## config.mk

```make
export PLATFORM = sky130hd
export DESIGN_NAME = tick_sched
export DESIGN_NICKNAME = d
export VERILOG_FILES = /design/src/rtl/tick_sched.sv
export SDC_FILE = /design/constraint.sdc
export NUM_CORES = 1
export LEC_CHECK = 0
export ABC_AREA = 1
export BUFFER_PORTS_ARGS = -buffer_cell sky130_fd_sc_hd__buf_2
export CAP_MARGIN = 25
export CORE_MARGIN = 2
export CORE_UTILIZATION = 52
export CTS_BUF_LIST = sky130_fd_sc_hd__clkbuf_4 sky130_fd_sc_hd__clkbuf_8 sky130_fd_sc_hd__clkbuf_16
export DETAILED_ROUTE_END_ITERATION = 10
export GPL_TIMING_DRIVEN = 0
export HOLD_SLACK_MARGIN = 0.12
export MAX_ROUTING_LAYER = met4
export PLACE_DENSITY = 0.92
export SKIP_CTS_REPAIR_TIMING = 1
export SLEW_MARGIN = 30
export SYNTH_ARGS = -nofsm -noshare
export SYNTH_HDL_FRONTEND = slang
export SYNTH_SLANG_ARGS = --single-unit
```

## constraint.sdc

```tcl
create_clock -name clk -period 2.95 [get_ports clk]
set_input_delay 0.59 -clock clk [delete_from_list [all_inputs] [get_ports clk]]
set_output_delay 0.59 -clock clk [all_outputs]
set_load 0.1 [all_outputs]
```

## src/rtl/tick_sched.sv

```systemverilog
// -----------------------------------------------------------------------------
// tick_sched
//   Shares one programmable tick divider among NREQ requesters. Requests are
//   arbitrated round-robin. The winner's divisor is loaded into the shared
//   divider, which is then restarted. Divider ticks are counted until the
//   winner's tick count is reached, and then a one-cycle done pulse is given.
//
// Ports
//   clk      in   system clock
//   rst      in   synchronous, active-high reset
//   req      in   [NREQ]      request level per requester, held until done/abort
//   req_div  in   [NREQ*DW]   divisor per requester (slice i = [i*DW +: DW])
//   req_cnt  in   [NREQ*DW]   tick count per requester (same slicing)
//   gnt      out  [NREQ]      one-hot grant level
//   done     out  [NREQ]      one-cycle completion pulse
//   busy     out              high whenever the scheduler is not idle
//   div_out  out  [DW]        divisor driven to the shared divider
//   div_rst  out              reset driven to the shared divider
//   tick_in  in               tick pulse from the shared divider
// -----------------------------------------------------------------------------
module tick_sched #(
    parameter int NREQ = 4,
    parameter int DW   = 16
) (
    input  logic               clk,
    input  logic               rst,
    input  logic [NREQ-1:0]    req,
    input  logic [NREQ*DW-1:0] req_div,
    input  logic [NREQ*DW-1:0] req_cnt,
    output logic [NREQ-1:0]    gnt,
    output logic [NREQ-1:0]    done,
    output logic               busy,
    output logic [DW-1:0]      div_out,
    output logic               div_rst,
    input  logic               tick_in
);

    localparam int IW = $clog2(NREQ);
    localparam logic [IW-1:0] LAST_RST = IW'(NREQ - 1);

    typedef enum logic [1:0] {
        S_IDLE,
        S_LOAD,
        S_RUN,
        S_DONE
    } state_t;

    state_t          r_state;
    state_t          w_next_state;

    logic [IW-1:0]   r_last;
    logic [IW-1:0]   r_g;
    logic [DW-1:0]   r_rem;
    logic            r_first;
    logic [DW-1:0]   r_div;
    logic [NREQ-1:0] r_gnt;
    logic [NREQ-1:0] r_done;
    logic            r_busy;
    logic            r_div_rst;

    logic [IW-1:0]   w_next_last;
    logic [IW-1:0]   w_next_g;
    logic [DW-1:0]   w_next_rem;
    logic            w_next_first;
    logic [DW-1:0]   w_next_div;
    logic [NREQ-1:0] w_next_gnt;
    logic [NREQ-1:0] w_next_done;

    logic            w_any;
    logic [IW-1:0]   w_win;
    logic [IW:0]     w_sum;
    logic [DW-1:0]   w_sel_div;
    logic [DW-1:0]   w_sel_cnt;

    // Fields of the current grantee; only consumed in LOAD.
    assign w_sel_div = req_div[int'(r_g)*DW +: DW];
    assign w_sel_cnt = req_cnt[int'(r_g)*DW +: DW];

    // Round-robin pick: first set req bit scanning from last+1 with wrap.
    // The sum is one bit wider so the wrap works for any NREQ, not just 2^n.
    // NOTE: every signal driven in always_comb gets a default at the top;
    // a path that leaves one unassigned would infer a latch.
    always_comb begin
        w_any = 1'b0;
        w_win = r_last;
        w_sum = '0;
        for (int k = 1; k <= NREQ; k++) begin
            w_sum = {1'b0, r_last} + (IW+1)'(k);
            if (w_sum >= (IW+1)'(NREQ)) begin
                w_sum = w_sum - (IW+1)'(NREQ);
            end
            if (!w_any && req[w_sum[IW-1:0]]) begin
                w_any = 1'b1;
                w_win = w_sum[IW-1:0];
            end
        end
    end

    // Next-state and next-output logic. Outputs are registered from the next
    // state, so they line up with the state cycle and are glitch-free.
    always_comb begin
        w_next_state = r_state;
        w_next_last  = r_last;
        w_next_g     = r_g;
        w_next_rem   = r_rem;
        w_next_first = r_first;
        w_next_div   = r_div;

        unique case (r_state)
            S_IDLE: begin
                if (w_any) begin
                    w_next_g     = w_win;
                    w_next_state = S_LOAD;
                end
            end
            S_LOAD: begin
                w_next_div   = w_sel_div;
                w_next_rem   = w_sel_cnt;
                w_next_first = 1'b1;
                w_next_state = (w_sel_cnt == '0) ? S_DONE : S_RUN;
            end
            S_RUN: begin
                // The tick in the first RUN cycle is the divider's post-reset
                // pulse, not a full period, so it is not counted.
                w_next_first = 1'b0;
                if (!req[r_g]) begin
                    // Abort wins over a tick arriving in the same cycle.
                    w_next_last  = r_g;
                    w_next_state = S_IDLE;
                end else if (tick_in && !r_first) begin
                    w_next_rem = r_rem - 1'b1;
                    if (r_rem == DW'(1)) begin
                        w_next_state = S_DONE;
                    end
                end
            end
            S_DONE: begin
                w_next_last  = r_g;
                w_next_state = S_IDLE;
            end
            default: begin
                w_next_state = S_IDLE;
            end
        endcase

        w_next_gnt  = '0;
        w_next_done = '0;
        if (w_next_state == S_LOAD || w_next_state == S_RUN) begin
            w_next_gnt[w_next_g] = 1'b1;
        end
        if (w_next_state == S_DONE) begin
            w_next_done[w_next_g] = 1'b1;
        end
    end

    // NOTE: sequential state uses non-blocking assignments so every register
    // samples pre-edge values regardless of statement order.
    always_ff @(posedge clk) begin
        if (rst) begin
            r_state   <= S_IDLE;
            r_last    <= LAST_RST;
            r_g       <= '0;
            r_rem     <= '0;
            r_first   <= 1'b0;
            r_div     <= '0;
            r_gnt     <= '0;
            r_done    <= '0;
            r_busy    <= 1'b0;
            r_div_rst <= 1'b1;
        end else begin
            r_state   <= w_next_state;
            r_last    <= w_next_last;
            r_g       <= w_next_g;
            r_rem     <= w_next_rem;
            r_first   <= w_next_first;
            r_div     <= w_next_div;
            r_gnt     <= w_next_gnt;
            r_done    <= w_next_done;
            r_busy    <= (w_next_state != S_IDLE);
            r_div_rst <= (w_next_state == S_LOAD);
        end
    end

    assign gnt     = r_gnt;
    assign done    = r_done;
    assign busy    = r_busy;
    assign div_out = r_div;
    assign div_rst = r_div_rst;

endmodule
```

== After elaboration in Yosys (flattened, before gate mapping) ==
Index checks and enable logic that the tools add are counted.

* Register bits after elaboration: 49
* Bits of input ports: 135
* Logic and storage cells: 101

* $add $sub $neg: 9
* Order comparisons: 11
* Eq/ne operators: 10
* Shift operators: 2
* Multiplexer cells: 38
* Bitwise logic cells: 2
* Reductions and logical operators: 19

{| class="wikitable"
|+ Operators with widths
! cell !! number
|-
| 64-bit by 7-bit indexed part select with 16-bit output || 2
|-
| 16-bit two-way mux || 2
|-
| 16-bit case mux with 2 select lines || 1
|-
| 2-bit two-way mux || 15
|-
| 2-bit by 3-bit < comparator with 1-bit output (second input constant) || 6
|-
| 16-bit by 1-bit equality test with 1-bit output (second input constant) || 1
|-
| 16-bit zero test || 1
|-
| 16-bit by 1-bit subtractor with 16-bit output (second input constant) || 1
|-
| 3-bit >= comparator (second input constant) || 4
|-
| 1-bit two-way mux || 11
|-
| 1-bit binary-select mux with 2-bit select || 5
|-
| 2-bit equality test (second input constant) || 4
|-
| 2-bit case mux with 4 select lines || 1
|-
| 2-bit by 1-bit subtractor with 2-bit output (second input constant) || 4
|-
| 2-bit by 2-bit adder with 3-bit output (second input constant) || 2
|-
| 2-bit inequality test (second input constant) || 3
|-
| 2-bit nonzero test || 3
|-
| 1-bit logical AND || 5
|-
| 2-bit by 1-bit equality test with 1-bit output (second input constant) || 2
|-
| 1-bit zero test || 4
|-
| 2-bit case mux with 2 select lines || 1
|-
| 2-bit OR reduction || 2
|-
| 2-bit by 1-bit adder with 3-bit output (second input constant) || 1
|-
| 2-bit by 3-bit adder with 3-bit output (second input constant) || 1
|-
| 8 further kinds || 9
|}

== Logic depth before layout (Yosys ltp) ==
* Depth after elaboration: 21
* Mapped depth: 16

== Worst setup path before layout ==
OpenSTA, ideal clock, no wires.

* Path kind: input to register
* Start: input port req[1]
* End: register r_gnt[0] (netlist: gnt[0])
* Setup time: 64 ps
* Arrival: 2004 ps
* Data required time: 2886 ps
* Setup slack: 881 ps
* Cell stages on the path: 11
* Path buffers: 0
* Cells stage by stage: o21ai_0 > nand2_1 > nand2_1 > nand2_2 > inv_1 > nand2_1 > o21ai_1 > nand2_1 > ha_1 > or2_2 > nor2_1

* Cells in the longest elaborated chain, start to end: 18
* Elaborated cells between the ends (all ways): 39
* Those cells by class: order compare (2); eq/ne (2); mux (25); bitwise (1); reduce/logical (9)

{| class="wikitable"
|+ Ends and longest elaborated chain
! item !! RTL line !! text
|-
| start: declaration || 27 || <nowiki>input logic [NREQ-1:0] req,</nowiki>
|-
| 1-bit binary-select mux with 2-bit select || 92 || <nowiki>if (!w_any && req[w_sum[IW-1:0]]) begin</nowiki>
|-
| 1-bit two-way mux (implied by the code) || 92 ||
|-
| 1-bit two-way mux || 92 ||
|-
| 1-bit zero test || 92 ||
|-
| 1-bit logical AND || 92 ||
|-
| 1-bit two-way mux || 92 ||
|-
| 1-bit zero test || 92 ||
|-
| 1-bit logical AND || 92 ||
|-
| [2 not listed] || n/a ||
|-
| 1-bit logical AND || 92 ||
|-
| 2-bit two-way mux or 1-bit two-way mux (tied branches) || 92 ||
|-
| 2-bit two-way mux || 111 || <nowiki>if (w_any) begin</nowiki>
|-
| 2-bit two-way mux or 2-bit case mux with 4 select lines (tied branches) || 109 || <nowiki>unique case (r_state)</nowiki>
|-
| 2-bit by 3-bit < comparator with 1-bit output (implied by the code) (tied with other cells) || 149 || <nowiki>w_next_gnt[w_next_g] = 1'b1;</nowiki>
|-
| 1-bit logical AND (implied by the code) or 1-bit logical OR (tied branches) || 149, 148 ||
|-
| 1-bit two-way mux (implied by the code) or 1-bit NOT (tied branches) || n/a ||
|-
| 1-bit demux with 2-bit select or 2-bit OR reduction (tied branches) || n/a ||
|-
| end signal: assignment || 177 || <nowiki>r_gnt <= w_next_gnt;</nowiki>
|-
| end: declaration || 56 || <nowiki>logic [NREQ-1:0] r_gnt;</nowiki>
|}

Parallel ways exist; a longest one is shown, timed or not. The select of a mux whose other input is x is not followed.
A chain may end at the register's enable or synchronous reset.

== Worst setup path after layout ==
* Start: register r_g[0]
* End: register r_gnt[0] (netlist: gnt[0])

* Cells in the longest elaborated chain, start to end: 8
* Elaborated cells between the ends (all ways): 19
* Those cells by class: order compare (2); eq/ne (2); shift (1); mux (9); bitwise (1); reduce/logical (4)

{| class="wikitable"
|+ Ends and longest elaborated chain
! item !! RTL line !! text
|-
| start: declaration || 52 || <nowiki>logic [IW-1:0] r_g;</nowiki>
|-
| start signal: assignment || 173 || <nowiki>r_g <= w_next_g;</nowiki>
|-
| 64-bit by 7-bit indexed part select with 16-bit output or 1-bit binary-select mux with 2-bit select (tied branches) || 77, 126 ||
|-
| 16-bit zero test or 1-bit two-way mux (tied branches) || 120, 126 ||
|-
| 1-bit two-way mux or 2-bit two-way mux (tied branches) || 120, 126 ||
|-
| 2-bit case mux with 4 select lines (*) || 109 ||
|-
| via w_next_state[0] || 49 || <nowiki>state_t w_next_state;</nowiki>
|-
| 2-bit by 1-bit equality test with 1-bit output or 2-bit equality test (tied branches) || 148 || <nowiki>if (w_next_state == S_LOAD || w_next_state == S_RUN) begin</nowiki>
|-
| 1-bit logical OR (*) || 148 ||
|-
| 1-bit NOT (no source line) (*) || n/a ||
|-
| 2-bit OR reduction (no source line) (*) || n/a ||
|}

Mark *: on every way through the listed nets, which the timed path passes. The rest lies on a longest branch. The select of a mux whose other input is x is not followed.

==> results.py <==
metrics = {
    "floorplanning": {
        "die_h_um": 87.42,
        "io_pins": 161,
        "num_rows": 30,
        "fp.dieW_um": 87.42,
        "initial_core_util_pct": 53.56,
        "core_region_area_um2": 6756,
        "die_area_um2": 7642,
    },
    "critical_path": {
        "slowest_stage": "dfxtp_1",
        "critPathArrivalTime_ps": 2680,
        "crit_top_cell": "nand2_1",
        "path_cells": "buf_6, buf_2, nand2_1, nand3_1, nand2_1, nand4_1, nor2_1, nand2_1, nand2_1, nand2_2, inv_1, ha_1, or2_2, nor2_1",
        "cp-start-kind": "flop",
        "r2r_cells": 14,
        "critPathBufInv": 3,
        "cp.depth": 14,
        "r2r_setup_slack_ps": 530,
        "crit_family": "simple AND/OR/NAND/NOR gates",
        "crit_required_ps": 3210,
        "cp-end-kind": "flop",
        "criticalPathCategory": "reg -> reg",
        "path_max_fanout": 10,
        "cpPeakStageDelay_ps": 490,
    },
    "sta": {
        "finalWorstSetupSlack_ps": 527.1,
        "slew_viol_final": 0,
        "setup_viol_count_final": 0,
        "min_period_ps": 2423,
        "rsz0062_at_grt": "false",
        "fin_setup_tns_ps": 0,
        "max-slew-margin-rel_pct": 60.96,
        "fmax_mhz": 412.7,
        "hold_violations": 0,
        "skew_ps": 10.39,
        "worst_pin_slew_ps": 585.6,
        "final.period_utilization_pct": 82.13,
    },
    "logic_synthesis": {
        "synth_cell_types": 28,
        "synth_most_common_cell": "nand2_1",
        "async_reset_ff_share_pct": 0,
        "synth.largest_area_cell": "dfxtp_1",
        "syn-instance-count": 627,
        "synth_edf_count": 0,
        "synth_nets": 772,
        "synth_top_cells_by_area": "dfxtp_1 (27%), nand2_1 (18%), nor2_1 (12%), o21ai_0 (9.4%), nand3_1 (7.5%)",
        "seq_area_frac_synth_pct": 27.11,
        "syn_area_per_cell_um2": 5.771,
        "synthTopCellsByCount": "nand2_1 (169), nor2_1 (114), o21ai_0 (68), nand3_1 (54), inv_1 (50)",
        "ys_ff_latch": 49,
        "synth_top_area_share_pct": 27.11,
        "synth_ff_type": "dfxtp_1",
        "syn_area_um2": 3618,
        "synth_warnings": 0,
    },
    "job": {
        "maxCapViolCount": 0,
    },
    "finish": {
        "multi_input_area_um2": 2242,
        "synthToLayoutAreaGrowth_pct": 27.45,
        "filler_cell_count": 617,
        "antennaDiodeCount": 0,
        "seq_area_um2": 980.9,
        "nets": 938,
        "drive_gt1_share_pct": 24.81,
    },
    "grt": {
        "antenna_found_initial": 0,
        "grt_pass1_wl_mm": 19.06,
        "first_global_vias": 4595,
        "grt.total_usage_pct": 31.78,
        "grt_max_degree": 19,
        "grt_overflow": 0,
    },
    "placement": {
        "dpl_worst_slack_ps": 512.5,
        "finalWeightedCongestion": 0.9673,
        "place.port_buffers": 159,
        "place.detailed.hpwl_mm": 9.404,
    },
    "drt": {
        "firstDrtPassIters": 6,
        "num_vias": 4742,
        "drt_iter0_markers": 281,
        "drc": 0,
        "route.detailed.wl_per_inst_um": 13.49,
        "viasPerCell": 5.426,
        "drt_wl_total_mm": 11.79,
        "ant_nets": 0,
    },
    "power": {
        "p_per_area_nw_per_um2": 1117,
        "power_leakage_nw": 2.559,
        "peakVddDrop_mv": 0.7280,
    },
    "run_status": {
        "status": "completed",
    },
    "clocking": {
        "root_buffer": "clkbuf_8",
        "cts_max_path_buffers": 2,
        "clkLatencyLatePin_ps": 320,
        "numCtsBuffers": 5,
        "path_clk_slew_ps": 100,
        "cts.htree.levels": 2,
        "cts_tree": "yes",
        "cts.sinks": 49,
    },
    "worst_hold_path": {
        "hold_depth": 2,
        "hold_path.class": "reg -> reg",
    },
}
## layout make-up
cell class,count,share of cell area (%)
Multi-Input combinational cell,489,48.62
Sequential cell,49,21.27
Timing Repair Buffer,159,17.25
Buffer,37,4.341
Inverter,52,4.232
Tap cell,80,2.170
Clock buffer,5,1.492
Clock inverter,3,0.6240
## per-layer routing
metal	wire length [um]	track usage, %	vias up
li1	-	-	2347
met1	4430	32.17	2121
met2	6134	60.06	243
met3	920	4.739	31
met4	300	13.29	0
met5	0	-	-
## state kept, by name, indices dropped and copies added (netlist names)
signal,count
busy,1
div_out,16
div_rst,1
done,4
gnt,4
r_first,1
r_g,2
r_last,2
r_rem,16
r_state,2
## power by group
part           leakage, nW  internal [mW]  switching (mW)
Sequential           0.403          0.891           0.165
Combinational         2.10           1.05            2.60
Clock               0.0506          0.178           0.265
## tightest hold or removal path, stage by stage (launching register included)
cell and delay [ps]:
dfxtp_1 320, nand2_1 60, a21oi_1 60
## through the flow
stage | util (%) | cell area, um^2 | power, mW | hold WS (ps) | cells
floorplan | - | 3618 | 3.852 | 444.5 | 627
global placement | 66.81 | 4514 | 4.550 | 453.4 | 866
detailed placement | 66.81 | 4514 | 4.651 | 468.0 | 866
CTS | 68.26 | 4612 | 5.102 | 482.4 | 874
global route | 68.26 | 4612 | 5.580 | 513.4 | 874
finish | 68.26 | 4612 | 5.152 | 480.1 | 874
## layout by cell type (no fill, tap or decap), types with 2 or more instances in the layout
| cell type | n |
|---|---|
| clkbuf_8 | 5 |
| or2_2 | 2 |
| clkbuf_1 | 11 |
| dfxtp_1 | 49 |
| o21ai_0 | 68 |
| a21oi_1 | 23 |
| nand3_1 | 54 |
| inv_1 | 50 |
| a211oi_1 | 2 |
| buf_4 | 3 |
| o22ai_1 | 18 |
| o21ai_1 | 8 |
| nand2_2 | 2 |
| ha_1 | 10 |
| xnor2_1 | 4 |
| inv_2 | 2 |
| nand4_1 | 3 |
| buf_6 | 4 |
| buf_2 | 173 |
| buf_1 | 3 |
| nor3_1 | 4 |
| nand2_1 | 169 |
| clkbuf_2 | 2 |
| nor2_1 | 114 |
| o211ai_1 | 2 |
| xor2_1 | 3 |
## logic make-up after synthesis
group,after synthesis,synth area share (%)
buffers and inverters,89,10.93
AND/OR/NAND/NOR,349,38.76
XOR/XNOR,7,1.694
adder cells (fa/ha/maj),10,3.458
AO/OA/AOI/OAI,123,18.05
flip-flops,49,27.11
## worst paths after layout
check / startpoint / endpoint
setup / recovery: r_g[0]$_SDFF_PP0_ / gnt[0]$_SDFF_PP0_
hold / removal: r_rem[15]$_SDFFE_PP0P_ / r_rem[15]$_SDFFE_PP0P_
setup reg to reg: r_g[0]$_SDFF_PP0_ / gnt[0]$_SDFF_PP0_
hold reg to reg: r_rem[15]$_SDFFE_PP0P_ / r_rem[15]$_SDFFE_PP0P_
Power figures use the tool's default switching activity.
